$ cat src/rtl/sync_fifo_pkg.sv
// Shared sizing helpers and threshold legality check for sync_fifo.
// Optional error flags: define SYNC_FIFO_ERR_FLAGS_EN (see sync_fifo.sv).
package sync_fifo_pkg;

    // Registered status bundle, all updated from the same next occupancy.
    typedef struct packed {
        logic wfull;
        logic rempty;
        logic afull;
        logic aempty;
    } fifo_flags_t;

    function automatic int depth_of(input int addrsize);
        return 1 << addrsize;
    endfunction

    // Pointers and count carry one extra bit to tell full from empty.
    function automatic int count_width(input int addrsize);
        return addrsize + 1;
    endfunction

    function automatic bit thresh_ok(
        input int addrsize,
        input int afull,
        input int aempty
    );
        return (addrsize >= 1) &&
               (afull >= 0) && (afull <= depth_of(addrsize)) &&
               (aempty >= 0) && (aempty < depth_of(addrsize));
    endfunction

endpackage

$ cat src/rtl/sync_fifo_if.sv
// Handshake/status bundle between a FIFO user (master) and sync_fifo (slave).
// overflow/underflow exist only when SYNC_FIFO_ERR_FLAGS_EN is defined.
interface sync_fifo_if #(
    parameter int DATASIZE = 8,
    parameter int ADDRSIZE = 4
);
    import sync_fifo_pkg::*;

    logic                               winc;
    logic [DATASIZE-1:0]                wdata;
    logic                               rinc;
    logic [DATASIZE-1:0]                rdata;
    logic                               rvalid;
    logic                               wfull;
    logic                               rempty;
    logic                               almost_full;
    logic                               almost_empty;
    logic [count_width(ADDRSIZE)-1:0]   count;
`ifdef SYNC_FIFO_ERR_FLAGS_EN
    logic                               overflow;
    logic                               underflow;

    modport master (
        output winc, wdata, rinc,
        input  rdata, rvalid, wfull, rempty,
        input  almost_full, almost_empty, count,
        input  overflow, underflow
    );

    modport slave (
        input  winc, wdata, rinc,
        output rdata, rvalid, wfull, rempty,
        output almost_full, almost_empty, count,
        output overflow, underflow
    );
`else
    modport master (
        output winc, wdata, rinc,
        input  rdata, rvalid, wfull, rempty,
        input  almost_full, almost_empty, count
    );

    modport slave (
        input  winc, wdata, rinc,
        output rdata, rvalid, wfull, rempty,
        output almost_full, almost_empty, count
    );
`endif

endinterface

$ cat src/rtl/sync_fifo_ram.sv
// Storage array: one write port, one registered read port.
// Ports: clk, rst (read register only), we/waddr/wdata, re/raddr/rdata.
module sync_fifo_ram #(
    parameter int DW = 8,
    parameter int AW = 4
) (
    input  logic          clk,
    input  logic          rst,
    input  logic          we,
    input  logic [AW-1:0] waddr,
    input  logic [DW-1:0] wdata,
    input  logic          re,
    input  logic [AW-1:0] raddr,
    output logic [DW-1:0] rdata
);

    logic [DW-1:0] mem [0:(1<<AW)-1];

    // The array itself is never reset.
    always_ff @(posedge clk) begin
        if (we) begin
            mem[waddr] <= wdata;
        end
    end

    // Only the output register resets; it holds when re is low.
    always_ff @(posedge clk or posedge rst) begin
        if (rst) begin
            rdata <= '0;
        end else if (re) begin
            rdata <= mem[raddr];
        end
    end

endmodule

$ cat src/rtl/sync_fifo.sv
// Single-clock FIFO: pointers, occupancy, status flags and read valid.
// Ports: clk, rst (async, active-high), bus (sync_fifo_if.slave).
// Define SYNC_FIFO_ERR_FLAGS_EN to add sticky overflow/underflow flags.
module sync_fifo
    import sync_fifo_pkg::*;
#(
    parameter int DATASIZE      = 8,
    parameter int ADDRSIZE      = 4,
    parameter int AFULL_THRESH  = depth_of(ADDRSIZE) - 2,
    parameter int AEMPTY_THRESH = 2
) (
    input logic        clk,
    input logic        rst,
    sync_fifo_if.slave bus
);

    localparam int PW = count_width(ADDRSIZE);

    localparam logic [PW-1:0] PTR_ONE = PW'(1);
    localparam logic [PW-1:0] AF_T    = PW'(AFULL_THRESH);
    localparam logic [PW-1:0] AE_T    = PW'(AEMPTY_THRESH);

    localparam fifo_flags_t FLAGS_RST = '{
        wfull:  1'b0,
        rempty: 1'b1,
        afull:  (AFULL_THRESH == 0),
        aempty: 1'b1
    };

    if (!thresh_ok(ADDRSIZE, AFULL_THRESH, AEMPTY_THRESH)) begin : g_bad_cfg
        $error("sync_fifo: illegal AFULL_THRESH/AEMPTY_THRESH for depth");
    end

    logic [PW-1:0] wptr;
    logic [PW-1:0] rptr;
    logic [PW-1:0] wptr_n;
    logic [PW-1:0] rptr_n;
    logic [PW-1:0] count;
    logic [PW-1:0] count_n;
    logic          wr_en;
    logic          rd_en;
    logic          rvalid;
    fifo_flags_t   flags;
    fifo_flags_t   flags_n;

    // Acceptance uses the registered flags, so full/empty with both
    // requests resolves to read-only / write-only respectively.
    assign wr_en = bus.winc && !flags.wfull;
    assign rd_en = bus.rinc && !flags.rempty;

    assign wptr_n  = wr_en ? wptr + PTR_ONE : wptr;
    assign rptr_n  = rd_en ? rptr + PTR_ONE : rptr;
    assign count_n = wptr_n - rptr_n;

    // Every flag derives from the post-edge pointers so none lags.
    always_comb begin
        flags_n        = FLAGS_RST;
        flags_n.wfull  = (wptr_n[PW-1] != rptr_n[PW-1]) &&
                         (wptr_n[ADDRSIZE-1:0] == rptr_n[ADDRSIZE-1:0]);
        flags_n.rempty = (wptr_n == rptr_n);
        flags_n.afull  = (count_n >= AF_T);
        flags_n.aempty = (count_n <= AE_T);
    end

    always_ff @(posedge clk or posedge rst) begin
        if (rst) begin
            wptr   <= '0;
            rptr   <= '0;
            count  <= '0;
            flags  <= FLAGS_RST;
            rvalid <= 1'b0;
        end else begin
            wptr   <= wptr_n;
            rptr   <= rptr_n;
            count  <= count_n;
            flags  <= flags_n;
            rvalid <= rd_en;
        end
    end

    sync_fifo_ram #(
        .DW (DATASIZE),
        .AW (ADDRSIZE)
    ) u_ram (
        .clk   (clk),
        .rst   (rst),
        .we    (wr_en),
        .waddr (wptr[ADDRSIZE-1:0]),
        .wdata (bus.wdata),
        .re    (rd_en),
        .raddr (rptr[ADDRSIZE-1:0]),
        .rdata (bus.rdata)
    );

    assign bus.rvalid       = rvalid;
    assign bus.count        = count;
    assign bus.wfull        = flags.wfull;
    assign bus.rempty       = flags.rempty;
    assign bus.almost_full  = flags.afull;
    assign bus.almost_empty = flags.aempty;

`ifdef SYNC_FIFO_ERR_FLAGS_EN
    logic overflow;
    logic underflow;

    // Sticky until reset; a request against the registered flag counts.
    always_ff @(posedge clk or posedge rst) begin
        if (rst) begin
            overflow  <= 1'b0;
            underflow <= 1'b0;
        end else begin
            if (bus.winc && flags.wfull) begin
                overflow <= 1'b1;
            end
            if (bus.rinc && flags.rempty) begin
                underflow <= 1'b1;
            end
        end
    end

    assign bus.overflow  = overflow;
    assign bus.underflow = underflow;
`endif

endmodule

$ cat src/flat_wrapper.sv
// flat-port wrapper written by rule: the top's interface ports become plain ports
module sync_fifo_flat import sync_fifo_pkg::*;
#(
    parameter int DATASIZE      = 8,
    parameter int ADDRSIZE      = 4,
    parameter int AFULL_THRESH  = depth_of(ADDRSIZE) - 2,
    parameter int AEMPTY_THRESH = 2
)
  (clk, rst, bus_winc, bus_wdata, bus_rinc, bus_rdata, bus_rvalid, bus_wfull, bus_rempty, bus_almost_full, bus_almost_empty, bus_count);
  sync_fifo_if #(.DATASIZE(DATASIZE), .ADDRSIZE(ADDRSIZE)) bus_i ();
  input logic clk;
  input logic rst;
  input wire logic [$bits(bus_i.winc)-1:0] bus_winc;
  input wire logic [$bits(bus_i.wdata)-1:0] bus_wdata;
  input wire logic [$bits(bus_i.rinc)-1:0] bus_rinc;
  output wire logic [$bits(bus_i.rdata)-1:0] bus_rdata;
  output wire logic [$bits(bus_i.rvalid)-1:0] bus_rvalid;
  output wire logic [$bits(bus_i.wfull)-1:0] bus_wfull;
  output wire logic [$bits(bus_i.rempty)-1:0] bus_rempty;
  output wire logic [$bits(bus_i.almost_full)-1:0] bus_almost_full;
  output wire logic [$bits(bus_i.almost_empty)-1:0] bus_almost_empty;
  output wire logic [$bits(bus_i.count)-1:0] bus_count;
  assign bus_i.winc = bus_winc;
  assign bus_i.wdata = bus_wdata;
  assign bus_i.rinc = bus_rinc;
  assign bus_rdata = bus_i.rdata;
  assign bus_rvalid = bus_i.rvalid;
  assign bus_wfull = bus_i.wfull;
  assign bus_rempty = bus_i.rempty;
  assign bus_almost_full = bus_i.almost_full;
  assign bus_almost_empty = bus_i.almost_empty;
  assign bus_count = bus_i.count;
  sync_fifo #(.DATASIZE(DATASIZE), .ADDRSIZE(ADDRSIZE), .AFULL_THRESH(AFULL_THRESH), .AEMPTY_THRESH(AEMPTY_THRESH)) u_core (.clk(clk), .rst(rst), .bus(bus_i));
endmodule
$ cat config.mk
export PLATFORM = sky130hd
export DESIGN_NAME = sync_fifo_flat
export DESIGN_NICKNAME = d
export VERILOG_FILES = /design/src/rtl/sync_fifo_pkg.sv /design/src/rtl/sync_fifo_if.sv /design/src/rtl/sync_fifo_ram.sv /design/src/rtl/sync_fifo.sv /design/src/flat_wrapper.sv
export SDC_FILE = /design/constraint.sdc
export NUM_CORES = 1
export LEC_CHECK = 0
export ABC_CLOCK_PERIOD_IN_PS = 7000
export CORE_UTILIZATION = 54
export DETAILED_ROUTE_END_ITERATION = 7
export PLACE_DENSITY = 0.78
export SLEW_MARGIN = 15
export SYNTH_ARGS = -nofsm -noshare
export SYNTH_HDL_FRONTEND = slang
export SYNTH_HIERARCHICAL = 1
export SYNTH_SLANG_ARGS = --single-unit
$ cat constraint.sdc
create_clock -name clk -period 7 [get_ports clk]
set_input_delay 0.7 -clock clk [delete_from_list [all_inputs] [get_ports clk]]
set_output_delay 0.7 -clock clk [all_outputs]
set_load 0.02 [all_outputs]
==> out/metrics.csv, run 1 <==
stage,metric,value,unit
power_and_ir_drop,p_leak,0.002515,uW
sta,hold_viol,0,
clock_tree,numCtsBuffers,17,
sta,fin_worst_skew,0.006578,ns
yosys,syn_area_per_cell,19.87,um^2
sta,fin_crit_sh,0.4870,
global_route,grt_usage,0.2087,
route,routed_wl,11600,um
yosys,synth_flop_cell,edfxtp_1,
floorplanning,design.core.area,11470,um^2
floorplanning,start_util,0.5546,
clock_tree,clockBufferDepth,2,
sta,tightestPinTransition,1.148,ns
cells_and_area,multi_input_area,1612,um^2
clock_tree,ctsHoldBuffers,0,
yosys,synth_top_area_share,0.6044,
setup_path,slowest_stage,nor2b_2,
yosys,synth_adder_area_share,0.01298,
sta,setup_violations,0,
yosys,synthSimpleGateAreaFrac,0.04584,
yosys,synth_top_family_by_area,multiplexers,
setup_path,endpoint_kind,flop,
global_route,grt_pass1_wl,18350,um
yosys,synthTopCellsByArea,"edfxtp_1 60%, dfrtp_1 10%, mux4_2 9.2%, mux4_1 2.5%, a221oi_2 1.9%",
run_status,outcome,"finished, final reports clean",
cells_and_area,area_delta_synth_final,14.44,%
clock_tree,cts_tree,built,
setup_path,path_cells,clkdlybuf4s50_1 -> nor2b_2 -> xor2_1 -> ha_1 -> fa_1 -> inv_1 -> a221oi_1 -> or3_4 -> and4_1,
yosys,yosysWarnings,6,
yosys,synth-xor-area-share,0.02735,
power_and_ir_drop,vdd_drop_max,0.3699,mV
route,num_vias,3075,
setup_path,path_buf_inv,2,
setup_path,critPathTopFamily,simple AND/OR/NAND/NOR gates,
global_route,grt_max_degree,36,
floorplanning,num_rows,39,
cells_and_area,nets,375,
sta,drv_slew,0,
sta,rsz0062_at_grt,false,
yosys,ys_types,47,
floorplanning,ios,30,
floorplanning,die_h,110.5,um
cells_and_area,diodes,0,
route,wl_per_cell,22.60,um
setup_path,start_kind,primary input,
place,numPortBuffers,29,
clock_tree,clkSinkCount,156,
min_path,hold_class,flop to flop,
clock_tree,cts-root-buf,clkbuf_16,
route,drt_iter0_markers,230,
power_and_ir_drop,pwr_density_cell,461.0,nW/um^2
yosys,synthTopCellsByCount,"128 x edfxtp_1, 26 x dfrtp_1, 26 x mux4_2",
setup_path,worstPathArrival,3.75,ns
cells_and_area,fillCellCount,738,
sta,layout_min_cycle_time,3.409,ns
clock_tree,ctsHtreeMaxLevel,4,
setup_path,critical_path.max_stage_delay,0.91,ns
place,gp_congestion,0.8965,
route,drtAntennaViolNets,0,
global_route,antenna_found_initial,0,
yosys,synthMuxAreaShare,0.1328,
yosys,synth-seq-cells,156,
yosys,syn-cell-area,6360,um^2
floorplanning,die_w,110.5,um
job,cap_viol_max_count,0,
yosys,synth_edf_count,128,
yosys,synth_compound_area_frac,0.03404,
setup_path,worst-r2r-setup-slack,4.01,ns
clock_tree,cts_setup_buffers,0,
sta,setup_ws,3.591,ns
yosys,yosysMostFrequentCell,edfxtp_1,
sta,slew_headroom,0.2309,
yosys,ys_seq_area_frac,0.7149,
route,viasPerCell,5.994,
sta,fin_setup_tns,0,ns
setup_path,crit_required,7.35,ns
yosys,synth_area_leader_cell,edfxtp_1,
yosys,synth_fp_nets,338,
floorplanning,die-area,12220,um^2
cells_and_area,drive_above_1_share,0.2270,
yosys,synthArstFlopShare,0.1795,
clock_tree,clk_latency,0.42,ns
global_route,grt-ovfl-total,0,
clock_tree,cts-resized-gates,0,
cells_and_area,seqCellArea,4548,um^2
clock_tree,clk_pin_slew,0.06,ns
yosys,synth_cells,320,
route,drc_errors,0,
place,place_ws,3.217,ns
global_route,first_global_vias,3299,
setup_path,path_class,primary input to flop,
setup_path,crit_fanout,22,
route,drt_pre_antenna_iters,6,
place,hpwl,7203,um
sta,fmax,293.3,MHz
-- where the power goes --
group | internal (uW) | total (uW) | switching [uW]
registers | 1180 | 1350 | 171
logic | 542 | 1140 | 600
clock network | 519 | 861 | 342
total | 2240 | 3360 | 1110
-- sequential cells by signal, indices dropped and copies added (netlist names) --
register                 flops
u_core/bus.count             5
u_core/bus.almost_full       1
u_core/bus.rvalid            1
u_core/u_ram/rdata           8
u_core/bus.almost_empty      1
u_core/bus.wfull             1
u_core/wptr                  5
u_core/bus.rempty            1
u_core/rptr                  5
u_core/u_ram/mem           128
-- metrics by stage --
step	util	cell area [um^2]	instances	hold WS, ns	total power, uW
after floorplan	-	6360	320	0.4781	2217
after global placement	0.5859	6719	481	0.4906	2464
after detailed placement	0.5859	6719	481	0.5062	2510
after CTS	0.6347	7278	513	0.5240	3379
after global routing	0.6347	7278	513	0.5301	3526
final	0.6347	7278	513	0.5192	3355
-- layout by cell type (no fill, tap or decap), types with 2 or more instances in the layout --
cell type / n
clkbuf_16: 17
nand2b_1: 3
nand4_1: 2
and3_1: 2
a221oi_2: 8
mux4_1: 6
bufinv_16: 2
inv_1: 14
xor2_1: 6
nor2_1: 22
nand2_1: 4
mux4_2: 26
nor3_1: 4
dfrtp_1: 25
xor2_2: 2
clkinvlp_4: 4
clkinv_2: 4
nand3b_1: 4
clkinv_1: 2
mux2i_1: 9
xnor2_1: 2
dfstp_2: 2
ha_1: 5
o22ai_1: 7
clkbuf_1: 2
edfxtp_1: 128
clkdlybuf4s50_1: 29
buf_4: 5
-- layer usage --
| layer | global-route usage | wire length (um) | vias to the layer above |
|---|---|---|---|
| met5 | 0 | 0 | - |
| met4 | 0.1058 | 279 | 0 |
| met3 | 0.05269 | 678 | 27 |
| met2 | 0.3263 | 5797 | 119 |
| met1 | 0.2741 | 4840 | 1582 |
| li1 | - | - | 1347 |
-- final cells by class --
| cell class | instances | area share |
|---|---|---|
| flip-flops and latches | 156 | 0.6249 |
| multi-input cells | 134 | 0.2214 |
| clock buffers | 19 | 0.05948 |
| repair buffers | 34 | 0.04504 |
| well taps | 143 | 0.02458 |
| clock inverters | 13 | 0.01736 |
| inverters | 14 | 0.007220 |
-- kinds of logic after synthesis --
kind of cell,Yosys count
buffers and inverters,30
AOI/OAI and AO/OA,22
and+or+nand+nor,51
muxes,42
DFF,156
xor gates and xnor gates,13
adders and majority gates,6
-- final timing paths --
path	start	endpoint	cells past startpoint
setup / recovery	bus_rinc	u_core/bus.almost_empty	9
hold / removal	u_core/wptr[4]	u_core/wptr[4]	2
setup reg to reg	u_core/bus.rempty	u_core/bus.almost_empty	8
hold reg to reg	u_core/wptr[4]	u_core/wptr[4]	2
max in group asynchronous	rst	u_core/rptr[2]	2
min in group asynchronous	rst	u_core/u_ram/rdata[1]	2
-- worst min-delay path: stages, from the launching register on --
cell and delay [ns]:
dfrtp_1 0.34, xor2_1 0.10, inv_1 0.05
Note: power is estimated with default switching activity, not from simulation.
==> run 2: changes to the inputs <==
--- a/config.mk
+++ b/config.mk
@@ -5,7 +5,7 @@
 export SDC_FILE = /design/constraint.sdc
 export NUM_CORES = 1
 export LEC_CHECK = 0
-export ABC_CLOCK_PERIOD_IN_PS = 7000
+export ABC_CLOCK_PERIOD_IN_PS = 3200
 export CORE_UTILIZATION = 54
 export DETAILED_ROUTE_END_ITERATION = 7
 export PLACE_DENSITY = 0.78
==> constraint.sdc (replaced) <==
create_clock -name clk -period 3.2 [get_ports clk]
set_input_delay 0.32 -clock clk [delete_from_list [all_inputs] [get_ports clk]]
set_output_delay 0.32 -clock clk [all_outputs]
set_load 0.02 [all_outputs]
==> run 2 against run 1 <==
Net effect: die area unchanged; sequential share of layout area fell by 1.1 points; global-route usage grew 0.31 points; clock skew down 0.0013 ns; cell area rose by 1.7%; final cell count up 2.9%; critical path type is now flop to flop; combinational power up 130%; count of clock-buffer cells in the layout grew 3; critical endpoint unchanged; routed wire length grew 1.3%; highest routed layer unchanged.
==> out/metrics.csv, run 2 (synthesized netlist as in run 1, its figures left out) <==
stage,metric,value,unit,change
global_route,grt_pass1_wl,18530,um,was 18350 um
setup_path,crit_required,3.55,ns,was 7.35 ns
setup_path,path_cells,ha_1 -> mux2i_1 -> inv_1 -> ha_1 -> a21o_1 -> a31oi_1 -> xor2_1 -> and4_1,,was clkdlybuf4s50_1 -> nor2b_2 -> xor2_1 -> ha_1 -> fa_1 -> inv_1 -> a221oi_1 -> or3_4 -> and4_1
route,drt_iter0_markers,285,,was 230
route,drtAntennaViolNets,0,,unchanged
floorplanning,die-area,12220,um^2,unchanged
setup_path,critical_path.max_stage_delay,0.56,ns,was 0.91 ns
clock_tree,ctsHtreeMaxLevel,4,,unchanged
setup_path,crit_fanout,10,,was 22
clock_tree,cts_tree,built,,unchanged
setup_path,worstPathArrival,2.78,ns,was 3.75 ns
setup_path,endpoint_kind,flop,,unchanged
sta,rsz0062_at_grt,false,,unchanged
power_and_ir_drop,p_comb_frac,0.357,,was 0.340
sta,hold_viol,0,,unchanged
cells_and_area,mostFrequentLayoutCell,edfxtp_1,,unchanged
global_route,antenna_found_initial,0,,unchanged
clock_tree,clk_pin_slew,0.06,ns,about the same
route,drt_pre_antenna_iters,4,,was 6
place,gp_congestion,0.8281,,was 0.8965
run_status,outcome,"finished, final reports clean",,unchanged
clock_tree,cts-root-buf,clkbuf_16,,unchanged
setup_path,reg2reg_depth,8,,unchanged
global_route,grt-ovfl-total,0,,unchanged
floorplanning,die_w,110.5,um,unchanged
power_and_ir_drop,clkPwrFrac,0.260,,was 0.256
power_and_ir_drop,vdd_drop_max,0.9376,mV,was 0.3699 mV
setup_path,slowest_stage,dfrtp_1,,was nor2b_2
clock_tree,cts-resized-gates,0,,unchanged
sta,setup_violations,0,,unchanged
global_route,grt_max_degree,26,,was 36
sta,layout_min_cycle_time,2.424,ns,
route,drc_errors,0,,unchanged
sta,drv_slew,0,,unchanged
clock_tree,numCtsBuffers,17,,unchanged
job,cap_viol_max_count,0,,unchanged
global_route,first_global_vias,3322,,was 3299
clock_tree,cts_setup_buffers,0,,unchanged
clock_tree,ctsHoldBuffers,0,,unchanged
sta,fmax,412.5,MHz,
floorplanning,num_rows,39,,unchanged
floorplanning,design.core.area,11470,um^2,unchanged
setup_path,start_kind,flop,,was primary input
setup_path,path_class,flop to flop,,was primary input to flop
cells_and_area,reg_top3,"u_core/u_ram/mem (128), u_core/u_ram/rdata (8)",,unchanged
floorplanning,ios,30,,unchanged
setup_path,crit_top_cell,ha_1,,
min_path,hold_class,primary input to asynchronous set/reset pin,,was flop to flop
route,viasPerCell,5.767,,was 5.994
setup_path,critPathTopFamily,flip-flops,,was simple AND/OR/NAND/NOR gates
route,num_vias,3045,,was 3075
floorplanning,start_util,0.5546,,unchanged
setup_path,path_buf_inv,1,,was 2
cells_and_area,largest-register,u_core/u_ram/mem,,unchanged
cells_and_area,final_util,0.6456,,was 0.6347
cells_and_area,area_delta_synth_final,16.41,%,was 14.44%
clock_tree,clkSinkCount,156,,unchanged
power_and_ir_drop,intPower,5016,uW,was 2242 uW
power_and_ir_drop,pwr_density_cell,1005,nW/um^2,was 461.0 nW/um^2
sta,fin_worst_skew,0.005304,ns,was 0.006578 ns
cells_and_area,diodes,0,,unchanged
power_and_ir_drop,switching_power,2421,uW,was 1114 uW
sta,tightestPinTransition,0.7752,ns,was 1.148 ns
power_and_ir_drop,p_seq_frac,0.382,,was 0.403
floorplanning,die_h,110.5,um,unchanged
sta,fin_crit_sh,0.7575,,
cells_and_area,drive_above_1_share,0.2494,,was 0.2270
place,hpwl,7416,um,was 7203 um
clock_tree,clk_latency,0.41,ns,was 0.42 ns
cells_and_area,nets,390,,was 375
place,numPortBuffers,29,,unchanged
cells_and_area,final_cell_mix,"128 x edfxtp_1, 29 x clkdlybuf4s50_1, 26 x mux4_2",,unchanged
route,wl_per_cell,22.24,um,was 22.60 um
cells_and_area,largest_reg_flops,128,,unchanged
power_and_ir_drop,p_leak,0.002604,uW,was 0.002515 uW
setup_path,crit_cells,8,,was 9
route,routed_wl,11740,um,was 11600 um
sta,fin_setup_tns,0,ns,unchanged
power_and_ir_drop,netSwitchingFraction,0.3256,,was 0.3319
global_route,grt_usage,0.2118,,was 0.2087
clock_tree,clockBufferDepth,2,,unchanged
sta,slew_headroom,0.4826,,was 0.2309
[run 2: cell type report]
| cell class | count | area, um^2 |
|---|---|---|
| flip-flops and latches | 156 | 4548 |
| well taps | 143 | 178.9 |
| clock buffers | 22 | 444.2 |
| clock inverters | 10 | 127.6 |
| fillers | 755 | 4064 |
| repair buffers | 49 | 440.4 |
| inverters | 14 | 52.55 |
| multi-input cells | 134 | 1612 |
[run 2: worst paths after layout]
check | from | to | slack [ns]
max in group asynchronous | rst | u_core/rptr[2] | 2.23
setup reg to reg | u_core/wptr[1] | u_core/bus.almost_empty | 0.78
min in group clk | u_core/wptr[4] | u_core/wptr[4] | 0.51
hold reg to reg | u_core/wptr[4] | u_core/wptr[4] | 0.51
setup / recovery | u_core/wptr[1] | u_core/bus.almost_empty | 0.78
hold / removal | rst | u_core/u_ram/rdata[4] | 0.25
[run 2: power by group through the flow]
| stage | clock network, uW | logic, uW | registers (uW) |
|---|---|---|---|
| 2_1_floorplan | 0 | 1920 | 2930 |
| 3_3_place_gp | 0 | 2580 | 2850 |
| 3_5_place_dp | 0 | 2670 | 2870 |
| 4_1_cts | 1970 | 2680 | 2840 |
| 5_1_grt | 2050 | 2870 | 2880 |
| 6_report | 1940 | 2660 | 2840 |
[run 2: per-stage QoR]
step / worst slack (ns) / instance area, um^2 / hold WS (ns) / power, uW / cells
after floorplan: 0.8941 / 6360 / 0.1357 / 4850 / 320
after global placement: 0.4655 / 6832 / 0.4903 / 5437 / 496
after detailed placement: 0.4063 / 6832 / 0.4959 / 5540 / 496
after CTS: 0.7966 / 7403 / 0.2477 / 7492 / 528
after global routing: 0.6835 / 7403 / 0.2603 / 7807 / 528
final: 0.7758 / 7403 / 0.2514 / 7437 / 528
[run 2: routing by layer]
metal / up-vias / share of wire / track usage
li1: 1376 / - / -
met3: 17 / 0.046 / 0.04446
met4: 0 / 0.018 / 0.09511
met2: 75 / 0.51 / 0.3453
met5: - / 0 / 0
met1: 1577 / 0.43 / 0.2767
==> run 3: changes to the inputs <==
--- a/config.mk
+++ b/config.mk
@@ -5,10 +5,10 @@
 export SDC_FILE = /design/constraint.sdc
 export NUM_CORES = 1
 export LEC_CHECK = 0
-export ABC_CLOCK_PERIOD_IN_PS = 3200
+export ABC_CLOCK_PERIOD_IN_PS = 2220
 export CORE_UTILIZATION = 54
 export DETAILED_ROUTE_END_ITERATION = 7
-export PLACE_DENSITY = 0.78
+export PLACE_DENSITY = 0.8
 export SLEW_MARGIN = 15
 export SYNTH_ARGS = -nofsm -noshare
 export SYNTH_HDL_FRONTEND = slang
==> constraint.sdc (replaced) <==
create_clock -name clk -period 2.22 [get_ports clk]
set_input_delay 0.222 -clock clk [delete_from_list [all_inputs] [get_ports clk]]
set_output_delay 0.222 -clock clk [all_outputs]
set_load 0.02 [all_outputs]
==> run 3 against run 2 <==
Net effect: final cell count is 4.2% higher; combinational power grew 83%; non-clock buffer count rose by 22; first-iteration DRC count grew 18%; clock power is 51% higher; sequential power rose by 41%; setup slack got worse by 0.73 ns; maximum frequency grew 12%; cell area up 3.5%; sequential share of layout area down 2.1 points; via count is 6.1% higher; total power grew 59%.
==> out/metrics.csv, run 3 (synthesized netlist as in run 1, its figures left out) <==
stage,metric,value,unit,change
run_status,outcome,"finished, final reports clean",,unchanged
cells_and_area,final_cell_mix,"128 x edfxtp_1, 39 x buf_4, 29 x clkdlybuf4s50_1",,"was 128 x edfxtp_1, 29 x clkdlybuf4s50_1, 26 x mux4_2"
setup_path,r2r-start,u_core/bus.rempty,,was u_core/wptr[1]
clock_tree,clockBufferDepth,2,,unchanged
cells_and_area,finish.instance_area,7666,um^2,was 7403 um^2
power_and_ir_drop,pwr_density_cell,1539,nW/um^2,was 1005 nW/um^2
sta,fin_crit_sh,0.9793,,was 0.7575
clock_tree,ctsHtreeMaxLevel,4,,unchanged
power_and_ir_drop,vdd_drop_max,1.322,mV,was 0.9376 mV
route,viasPerCell,5.876,,was 5.767
global_route,grt-ovfl-total,0,,unchanged
floorplanning,die_h,110.5,um,unchanged
setup_path,endpoint_kind,flop,,unchanged
floorplanning,design.core.area,11470,um^2,unchanged
route,drt_pre_antenna_iters,4,,unchanged
clock_tree,numCtsBuffers,17,,unchanged
setup_path,critical_path.max_stage_delay,0.54,ns,was 0.56 ns
job,cap_viol_max_count,0,,unchanged
sta,rsz0062_at_grt,true,,was false
cells_and_area,largest-register,u_core/u_ram/mem,,unchanged
sta,setup_violations,0,,unchanged
floorplanning,ios,30,,unchanged
floorplanning,start_util,0.5546,,unchanged
setup_path,crit_required,2.57,ns,was 3.55 ns
place,gp_congestion,0.8206,,was 0.8281
floorplanning,num_rows,39,,unchanged
cells_and_area,final_util,0.6685,,was 0.6456
setup_path,cp-startpoint,u_core/bus.rempty,,was u_core/wptr[1]
sta,hold_ws,0.1262,ns,was 0.2514 ns
floorplanning,die_w,110.5,um,unchanged
global_route,grt_max_degree,29,,was 26
global_route,grt_pass1_wl,20070,um,was 18530 um
route,num_vias,3232,,was 3045
place,dp_cells,513,,was 496
setup_path,start_kind,flop,,unchanged
route,drt_iter0_markers,335,,was 285
global_route,grt_usage,0.2300,,was 0.2118
route,routed_wl,12810,um,was 11740 um
place,numPortBuffers,29,,unchanged
sta,hold_viol,0,,unchanged
setup_path,worstPathArrival,2.52,ns,was 2.78 ns
clock_tree,clk_pin_slew,0.06,ns,about the same
sta,fmax,460.0,MHz,was 412.5 MHz
setup_path,slowest_stage,dfstp_2,,was dfrtp_1
cells_and_area,reg_top3,"u_core/u_ram/mem (128), u_core/u_ram/rdata (8)",,unchanged
global_route,first_global_vias,3557,,was 3322
min_path,hold_class,primary input to asynchronous set/reset pin,,unchanged
cells_and_area,area_delta_synth_final,20.54,%,was 16.41%
cells_and_area,largest_reg_flops,128,,unchanged
power_and_ir_drop,p_leak,0.002745,uW,was 0.002604 uW
cells_and_area,nets,412,,was 390
cells_and_area,drive_above_1_share,0.3342,,was 0.2494
setup_path,reg2reg_depth,9,,was 8
cells_and_area,mostFrequentLayoutCell,edfxtp_1,,unchanged
route,wl_per_cell,23.29,um,was 22.24 um
cells_and_area,diodes,0,,unchanged
route,drtAntennaViolNets,0,,unchanged
cells_and_area,final_cells,550,,was 528
place,place_area,6978,um^2,was 6832 um^2
setup_path,path_class,flop to flop,,unchanged
global_route,antenna_found_initial,0,,unchanged
sta,tightestPinTransition,0.7827,ns,was 0.7752 ns
sta,layout_min_cycle_time,2.174,ns,was 2.424 ns
setup_path,worst-r2r-setup-slack,0.05,ns,was 0.78 ns
place,hpwl,7736,um,was 7416 um
clock_tree,clkSinkCount,156,,unchanged
setup_path,r2r_end,u_core/bus.almost_empty,,unchanged
power_and_ir_drop,power.total,11800,uW,was 7437 uW
route,drc_errors,0,,unchanged
cells_and_area,fillCellCount,712,,was 755
sta,drv_slew,0,,unchanged
clock_tree,cts_tree,built,,unchanged
sta,slew_headroom,0.4776,,was 0.4826
floorplanning,die-area,12220,um^2,unchanged
sta,fin_worst_skew,0.008644,ns,was 0.005304 ns
setup_path,path_cells,nor2b_2 -> buf_6 -> xor2_2 -> ha_2 -> fa_2 -> inv_2 -> a221oi_2 -> or3_4 -> and4_1,,was ha_1 -> mux2i_1 -> inv_1 -> ha_1 -> a21o_1 -> a31oi_1 -> xor2_1 -> and4_1
clock_tree,clk_latency,0.43,ns,was 0.41 ns
clock_tree,cts-root-buf,clkbuf_16,,unchanged
setup_path,crit_fanout,3,,was 10
[run 3: cell count changes in the layout (fill, tap and decap cells not counted), moves of 3 or more]
cell	before	now
buf_4	20	39
xor2_2	2	5
inv_6	0	3
xor2_1	6	3
clkbuf_1	5	1
[run 3: timing repair]
action                     4_1_cts  5_1_grt
resized for setup                1       11
setup endpoints to repair        2        4
setup buffers                    3        2
hold buffers                     0        0
pin swaps                        3        4
[run 3: cell type report]
| class | instances | area (um^2) | share of cell area |
|---|---|---|---|
| multi-input cells | 134 | 1663 | 0.2169 |
| inverters | 14 | 52.55 | 0.006855 |
| repair buffers | 71 | 625.6 | 0.08161 |
| flip-flops and latches | 156 | 4551 | 0.5936 |
| well taps | 143 | 178.9 | 0.02334 |
| clock inverters | 14 | 166.4 | 0.02171 |
| clock buffers | 18 | 429.2 | 0.05598 |
[run 3: worst max-delay path: cells and delay by family (launching register included)]
kind            cells  cell delay, ns
buf+inv             2            0.18
xor+xnor            1            0.15
compound gates      1            0.06
fa+ha+maj           2            0.56
simple gates        3            0.61
flops               1            0.54
[run 3: metrics by stage]
| stage | setup slack (ns) | setup TNS (ns) |
|---|---|---|
| after global routing | -0.03998 | -0.04333 |
| after CTS | 0.02157 | 0 |
| after floorplan | 0.02284 | 0 |
| after global placement | -0.2024 | -0.9722 |
| after detailed placement | -0.2787 | -2.394 |
| final | 0.04605 | 0 |
[run 3: report_power, final]
group | total [uW] | internal (uW) | leakage, uW | switching, uW
registers | 4010 | 3730 | 0.00147 | 283
logic | 4860 | 2380 | 0.000975 | 2490
clock network | 2920 | 1770 | 0.000295 | 1150
[run 3: routing by layer]
layer / global-route usage / vias up / routed length (um)
li1: - / 1417 / -
met1: 0.2812 / 1677 / 4879
met2: 0.3789 / 109 / 6796
met3: 0.07025 / 29 / 848
met4: 0.1031 / 0 / 287
met5: 0 / - / 0
[run 3: worst max path at each step]
stage | cells past startpoint | slack (ns) | to
global route | 9 | -0.04 | u_core/bus.almost_empty
CTS | 8 | 0.02 | u_core/bus.almost_empty
global placement | 8 | -0.20 | u_core/bus.almost_empty
finish | 9 | 0.05 | u_core/bus.almost_empty
floorplan | 10 | 0.02 | u_core/bus.almost_empty
detailed placement | 10 | -0.28 | u_core/bus.almost_empty
